[config.mk]
export PLATFORM = sky130hd
export DESIGN_NAME = disp_scan_ctrl
export DESIGN_NICKNAME = d
export VERILOG_FILES = /design/src/rtl/disp_pkg.sv /design/src/rtl/scan_prescaler.sv /design/src/rtl/disp_scan_ctrl.sv
export SDC_FILE = /design/constraint.sdc
export NUM_CORES = 1
export LEC_CHECK = 0
export CAP_MARGIN = 25
export CORE_MARGIN = 5
export CORE_UTILIZATION = 30
export CTS_CLUSTER_DIAMETER = 200
export DETAILED_ROUTE_END_ITERATION = 10
export GPL_ROUTABILITY_DRIVEN = 0
export PLACE_DENSITY = 0.54
export SYNTH_ARGS = -nofsm -noshare
export SYNTH_HDL_FRONTEND = slang
export SYNTH_SLANG_ARGS = --single-unit
[constraint.sdc]
create_clock -name clk -period 2.2 [get_ports clk]
set_input_delay 0.44 -clock clk [delete_from_list [all_inputs] [get_ports clk]]
set_output_delay 0.44 -clock clk [all_outputs]
set_load 0.01 [all_outputs]
[src/rtl/disp_pkg.sv]
// Shared constants for the seven-segment / LED scan blocks.
// Digit k of a display word lives in nibble k; digit 0 is the rightmost.
package disp_pkg;

    localparam int DIGITS = 4;
    localparam int SEL_W  = 2;
    localparam int NIB_W  = 4;
    localparam int WORD_W = DIGITS * NIB_W;

    // Anodes are active-low, so all ones means every digit dark.
    localparam logic [DIGITS-1:0] AN_ALL_OFF = 4'b1111;

    // Digit-to-nibble mapping: LSB position of each digit in the display word.
    localparam int NIB_LSB_D0 = 0 * NIB_W;
    localparam int NIB_LSB_D1 = 1 * NIB_W;
    localparam int NIB_LSB_D2 = 2 * NIB_W;
    localparam int NIB_LSB_D3 = 3 * NIB_W;

    // Select value of the last digit in a frame.
    localparam logic [SEL_W-1:0] SEL_LAST = SEL_W'(DIGITS - 1);

endpackage

[src/rtl/scan_prescaler.sv]
// Free-running scan prescaler: wraps every 2^DIV_WIDTH cycles and flags
// the final count of each period with tick. Shared by the display scanners.
module scan_prescaler #(
    parameter int DIV_WIDTH = 17
) (
    input  logic                 clk,
    input  logic                 rst_n,
    output logic [DIV_WIDTH-1:0] count,
    output logic                 tick
);

    // Up-counter that wraps naturally at all ones.
    always_ff @(posedge clk or negedge rst_n) begin
        // NOTE: clocked state always uses <= so every register samples pre-edge values.
        if (!rst_n) count <= '0;
        else        count <= count + DIV_WIDTH'(1);
    end

    assign tick = &count;

endmodule

[src/rtl/disp_scan_ctrl.sv]
// 4-digit seven-segment scan controller for the game HUD.
// Latches a display word, presents its nibbles to the digit mux, scans the
// select, and drives active-low anodes with a dead time after each digit
// change. New words only take effect at frame end, so a scan never tears.
// Optional macro DISP_LEADING_ZERO_BLANK_EN: also darken leading zero digits
// 3..1 of the committed word (digit 0 always stays lit).
module disp_scan_ctrl
    import disp_pkg::*;
#(
    parameter int DIV_WIDTH   = 17,
    parameter int DEAD_CYCLES = 64
) (
    input  logic              clk,
    input  logic              rst_n,
    input  logic              load,
    input  logic [WORD_W-1:0] data_in,
    input  logic [DIGITS-1:0] blank_in,
    output logic [SEL_W-1:0]  sel,
    output logic [NIB_W-1:0]  d0,
    output logic [NIB_W-1:0]  d1,
    output logic [NIB_W-1:0]  d2,
    output logic [NIB_W-1:0]  d3,
    output logic [DIGITS-1:0] an,
    output logic              pending
);

    localparam logic [DIV_WIDTH-1:0] DEAD_CNT = DIV_WIDTH'(DEAD_CYCLES);

    logic [DIV_WIDTH-1:0] count;
    logic                 tick;
    logic                 frame_end;
    logic [WORD_W-1:0]    word_q;
    logic [WORD_W-1:0]    buf_q;
    logic [DIGITS-1:0]    lz_mask;
    logic [DIGITS-1:0]    an_next;

    scan_prescaler #(
        .DIV_WIDTH(DIV_WIDTH)
    ) u_prescaler (
        .clk   (clk),
        .rst_n (rst_n),
        .count (count),
        .tick  (tick)
    );

    assign frame_end = tick && (sel == SEL_LAST);

    // Digit select steps once per prescaler period and wraps 3 -> 0.
    always_ff @(posedge clk or negedge rst_n) begin
        if (!rst_n)    sel <= '0;
        else if (tick) sel <= sel + SEL_W'(1);
    end

    // Pending buffer and committed word; the word only changes at frame end,
    // and a load on the frame-end cycle goes straight to the display.
    always_ff @(posedge clk or negedge rst_n) begin
        // NOTE: the buffer is reset as well, so a word discarded by reset can never resurface.
        if (!rst_n) begin
            word_q  <= '0;
            buf_q   <= '0;
            pending <= 1'b0;
        end else if (frame_end) begin
            if (load)         word_q <= data_in;
            else if (pending) word_q <= buf_q;
            pending <= 1'b0;
        end else if (load) begin
            buf_q   <= data_in;
            pending <= 1'b1;
        end
    end

    assign d0 = word_q[NIB_LSB_D0 +: NIB_W];
    assign d1 = word_q[NIB_LSB_D1 +: NIB_W];
    assign d2 = word_q[NIB_LSB_D2 +: NIB_W];
    assign d3 = word_q[NIB_LSB_D3 +: NIB_W];

`ifdef DISP_LEADING_ZERO_BLANK_EN
    // Digit k (k >= 1) is a leading zero when it and every digit above it are 0.
    logic z1, z2, z3;
    assign z1 = (d1 == '0);
    assign z2 = (d2 == '0);
    assign z3 = (d3 == '0);
    assign lz_mask = {z3, z3 & z2, z3 & z2 & z1, 1'b0};
`else
    assign lz_mask = '0;
`endif

    // Anode pattern: dark during dead time, else the selected digit, then masks.
    always_comb begin
        // NOTE: default assigned first so every path drives an_next and no latch is inferred.
        an_next = AN_ALL_OFF;
        if (count >= DEAD_CNT) an_next[sel] = 1'b0;
        an_next = an_next | blank_in | lz_mask;
    end

    // Anodes are registered: a uniform one-cycle lag behind count and sel.
    always_ff @(posedge clk or negedge rst_n) begin
        if (!rst_n) an <= AN_ALL_OFF;
        else        an <= an_next;
    end

endmodule

* After elaboration in Yosys (flattened, before gate mapping)
Index checks and enable logic that the tools add are counted.
Widths: inputs -> output; s select.
** Word-level totals
- Flip-flop bits (word level) :: 56
- Input bits :: 23
- Output and inout port bits :: 23
- Logic and storage cells :: 29
** Operators by class
- Add/sub/neg operators :: 2
- $lt $le $gt $ge :: 3
- Eq/ne operators :: 1
- Muxes and demuxes :: 7
- Bitwise gates (word level) :: 3
- Reductions and logical operators :: 7
** Operator list (number)
- $mux 16 :: 2
- $add 17x1->17 const B :: 1
- $ge 17x7->1 const B :: 1
- $reduce_and 17->1 :: 1
- $mux 4 :: 1
- $not 4->4 :: 1
- $or 4x4->4 :: 1
- $reduce_and 2->1 :: 2
- $reduce_bool 2->1 :: 2
- $lt 2x3->1 const B :: 1
- $mux 1 :: 3
- $add 2x1->2 const B :: 1
- $demux 1 s2 :: 1
- $eq 2x2->1 const B :: 1
- $ge 2x1->1 const B :: 1
- $logic_and 1x1->1 :: 2
- $not 1->1 :: 1

* Logic depth before layout (Yosys ltp)
- Word-level depth :: 7
- Mapped depth :: 10

* Hierarchy
Synthesis repeated with hierarchy kept, for this count alone.
** Second synthesis, totals
- Cell total of the unflattened synthesis :: 178
- Area, all modules :: 2607.5 sq um
** Modules (own cells, without submodules)
- disp_scan_ctrl :: instances 1, cells an instance 117, area each 1810.5 sq um
- scan_prescaler :: instances 1, cells an instance 61, area each 797.0 sq um

* Worst setup path after synthesis
No wires, ideal clock.
- Path kind :: reg-to-reg
- Start :: reg u_prescaler.count[0]
- End :: reg buf_q[10]
- Setup time :: 0.125 ns
- Arrival time :: 2.067 ns
- Path slack :: 0.008 ns
- Cell stages (with the launch flop) :: 10
- Cells stage by stage :: dfrtp_1 -> ha_1 -> nand3_2 -> nor3_1 -> and3_1 -> ha_1 -> clkbuf_2 -> a21boi_4 -> buf_8 -> mux2_4
** On the way
- Word-level cells in the longest chain between the ends :: 4
** RTL lines
- from (decl) :: line scan_prescaler.sv:8 : output logic [DIV_WIDTH-1:0] count,
- from (signal assigned) :: line scan_prescaler.sv:16 : else count <= count + DIV_WIDTH'(1);
- $reduce_and 17->1 :: line scan_prescaler.sv:19 : assign tick = &count;
- net tick :: line disp_scan_ctrl.sv:30 : logic tick;
- $logic_and 1x1->1 :: line disp_scan_ctrl.sv:46 : assign frame_end = tick && (sel == SEL_LAST);
- $not 1->1 (no line)
- $reduce_and 2->1 (no line)
- to (signal assigned) :: line disp_scan_ctrl.sv:67 : buf_q <= data_in;
- to (decl) :: line disp_scan_ctrl.sv:33 : logic [WORD_W-1:0] buf_q;
The timed path passes the listed nets, and every way through them passes these cells.
A chain may end at the register's enable or synchronous reset.

* Worst setup path after layout
- Start :: reg u_prescaler.count[0]
- End :: reg buf_q[9]
The elaborated chain is that of the path after synthesis.

==> impl_metrics.csv <==
group,metric,value,unit
outcome,status,"complete, no violations",
detailed_routing,drtIter0Drc,58,
final_layout,syn2layout_area_growth,28.6,%
hold_path,hold_path.class,"input pin to async pin",
global_routing,grt_pass1_wl,8.05,mm
worst_setup_path,crit_fanout,9,
floorplan,dieArea,10200,µm²
sta,whs,104,ps
logic_synthesis,synth_area,2490,µm²
place,placed_area,3090,µm²
logic_synthesis,ys_ff_latch,56,
worst_setup_path,r2r_start,"u_prescaler.count[0]$_DFF_PN0_",
clock_network,postCtsSetupRepairBufs,0,
logic_synthesis,synth_compound_area_share,4.88,%
global_routing,grt_usage,10.0,%
final_layout,fin_cells,356,
sta,hold_viol_final,0,
sta,report.final.setup_viol,0,
global_routing,overflow,0,
worst_setup_path,crit_type,"flip-flop to flip-flop",
place,numPlacedInstances,348,
logic_synthesis,synthDistinctLibCells,29,
pwr,power_density,570,nW/µm²
final_layout,fillCellCount,784,
floorplan,start_util,30.6,%
sta,clock_skew,5.34,ps
clock_network,postCtsHoldBufs,0,
sta,grt_setup_unrepaired,"no",
worst_setup_path,worst_r2r_endpoint,"buf_q[9]$_DFFE_PN0P_",
sta,relSlewSlack,79.6,%
global_routing,grt_antenna_before_repair,0,
logic_synthesis,syn_nets,226,
floorplan,row_count,33,
final_layout,nNetsFinal,280,
logic_synthesis,synth_mux_area_share,15.2,%
logic_synthesis,synth_top_family_by_area,"multiplexers",
pwr,leakage,1.46,nW
logic_synthesis,syn_avg_cell_area,12.7,µm²
worst_setup_path,cp_data_arrival_time,2240,ps
clock_network,clock-sinks,56,
clock_network,clkTransAtPathRegs,100,ps
clock_network,cts_max_level,2,
logic_synthesis,synthSimpleGateAreaFrac,11.5,%
clock_network,clock-root-buffer,"clkbuf_8",
floorplan,num_io_pins,46,
pwr,ir_drop,261,µV
sta,tightest_slew,303,ps
logic_synthesis,synthAdderAreaFrac,3.52,%
logic_synthesis,yosysSeqAreaShare,56.5,%
detailed_routing,wirelength,4.80,mm
clock_network,cts_buffers,5,
worst_setup_path,critical_path_required,2400,ps
worst_setup_path,reg2reg_slack,170,ps
worst_setup_path,worstRegToRegCells,8,
place,io_buffers,45,
final_layout,diodes,0,
floorplan,core_area,8130,µm²
run,maxCapViolCount,0,
floorplan,die_h,101,µm
detailed_routing,wl_per_cell,13.5,µm
final_layout,design_area,3200,µm²
global_routing,grt_pass1_vias,1564,
sta,clock.fmax,0.492,GHz
detailed_routing,first_pass_iters,4,
detailed_routing,drc,0,
logic_synthesis,synth_xor_xnor_area_share,5.28,%
worst_setup_path,crit_path_end_kind,"flip-flop",
detailed_routing,viasPerCell,4.40,
clock_network,cts.path.max_buffers,2,
global_routing,grt_max_degree,57,
detailed_routing,num_vias,1568,
place,hpwl,3.43,mm
logic_synthesis,syn_inst,196,
detailed_routing,antenna_left,0,
sta,drv_slew,0,
clock_network,clk_latency,310,ps
sta,fin_crit,2030,ps
worst_setup_path,crit_path_start_kind,"flip-flop",
floorplan,die_w,101,µm
final_layout,drive_gt1_share,19.1,%
logic_synthesis,ys.warnings.count,0,
sta,fin_crit_sh,92.4,%
clock_network,cts_tree,"done",
sta,tns,0,ps
stage by stage:
stage	power (mW)	setup slack, ps	util, %
2_1_floorplan	1.17	7.56	-
3_3_place_gp	1.25	105	38.0
3_5_place_dp	1.25	56.4	38.0
4_1_cts	1.85	47.4	39.2
5_1_grt	1.91	23.2	39.3
6_report	1.82	167	39.3
worst max-delay path, cell delays in order, from the launching register on:
cell and delay [ps]:
dfrtp_1 410, ha_1 210, nand3_2 100, nor3_2 230, and3_1 180, ha_2 220
a21boi_4 70, buf_4 200, mux2_4 300
where the power goes:
part | total, mW | internal [mW] | switching (mW)
clock | 0.594 | 0.256 | 0.339
sequential | 1.07 | 1.06 | 0.0146
combinational | 0.157 | 0.0970 | 0.0604
cell usage in the layout, fill, tap and decap left out, drive strengths merged, types with 7 or more instances in the layout:
cell type and instances:
inv 7, nand2 21, buf 10, xor2 11, ha 7, o21ai 17, mux2 16, clkdlybuf4s50 44
dfrtp 52, mux2i 16
per-layer routing:
| metal | routed length, µm | vias up | GRT usage, % |
|---|---|---|---|
| met5 | 0 | - | 0 |
| met4 | 75 | 0 | 3.68 |
| met3 | 266 | 5 | 3.04 |
| met2 | 2140 | 32 | 15.3 |
| met1 | 2310 | 752 | 13.4 |
| li1 | - | 779 | - |
how the worst max path moves through the flow:
stage / start / to / slack [ps] / cells after the start
6_report: u_prescaler.count[0]$_DFF_PN0_ / buf_q[9]$_DFFE_PN0P_ / 170 / 8
2_1_floorplan: u_prescaler.count[0]$_DFF_PN0_ / buf_q[10]$_DFFE_PN0P_ / 8 / 9
5_1_grt: u_prescaler.count[1]$_DFF_PN0_ / word_q[0]$_DFFE_PN0P_ / 20 / 9
3_5_place_dp: u_prescaler.count[0]$_DFF_PN0_ / buf_q[7]$_DFFE_PN0P_ / 60 / 8
4_1_cts: u_prescaler.count[0]$_DFF_PN0_ / buf_q[14]$_DFFE_PN0P_ / 50 / 8
3_3_place_gp: u_prescaler.count[0]$_DFF_PN0_ / buf_q[13]$_DFFE_PN0P_ / 100 / 8
state kept, by name, indices dropped and copies added, names as in the netlist:
| signal | flops |
|---|---|
| buf_q | 16 |
| sel | 2 |
| u_prescaler.count | 17 |
| pending | 1 |
| word_q | 16 |
| an | 4 |
cell usage after synthesis, drive strengths merged:
cell type  instances  area [µm²]
dfrtp             52        1300
nand2             21        78.8
o21ai             17        85.1
mux2              16         218
mux2i             16         160
xor2              11        96.3
ha                 7        87.6
inv                7        26.3
nand3              6        40.0
nor4               6        56.3
buf                5        41.3
nor2               5        18.8
nor3               5        25.0
dfstp              4         105
nand3b             4        30.0
nand4              4        31.3
xnor2              4        35.0
clkbuf             2        8.75
a21boi             1        18.8
a21oi              1        5.00
and3               1        6.26
o211ai             1        12.5
layout make-up:
class                           count  area [µm²]  area share (%)
Clock buffer                        6        82.6            2.58
Sequential cell                    56        1410            44.0
Tap cell                          105         131            4.11
Timing Repair Buffer               54         526            16.4
Clock inverter                      2        15.0           0.469
Multi-Input combinational cell    126        1010            31.6
Inverter                            7        26.3           0.821
kinds of logic (layout without fill, tap and decap cells):
kind of cell | after synthesis | count (layout)
AOI/OAI and AO/OA | 20 | 20
DFF | 56 | 56
and+or+nand+nor | 52 | 52
adders and majority gates | 7 | 7
buffers and inverters | 14 | 69
muxes | 32 | 32
xor gates and xnor gates | 15 | 15
repair_timing:
action                                  4_1_cts  5_1_grt
endpoints found under the setup margin        0       30
gates resized for setup                       0        2
hold endpoints to repair                      0        0
Note: power is estimated with default switching activity, not from simulation.
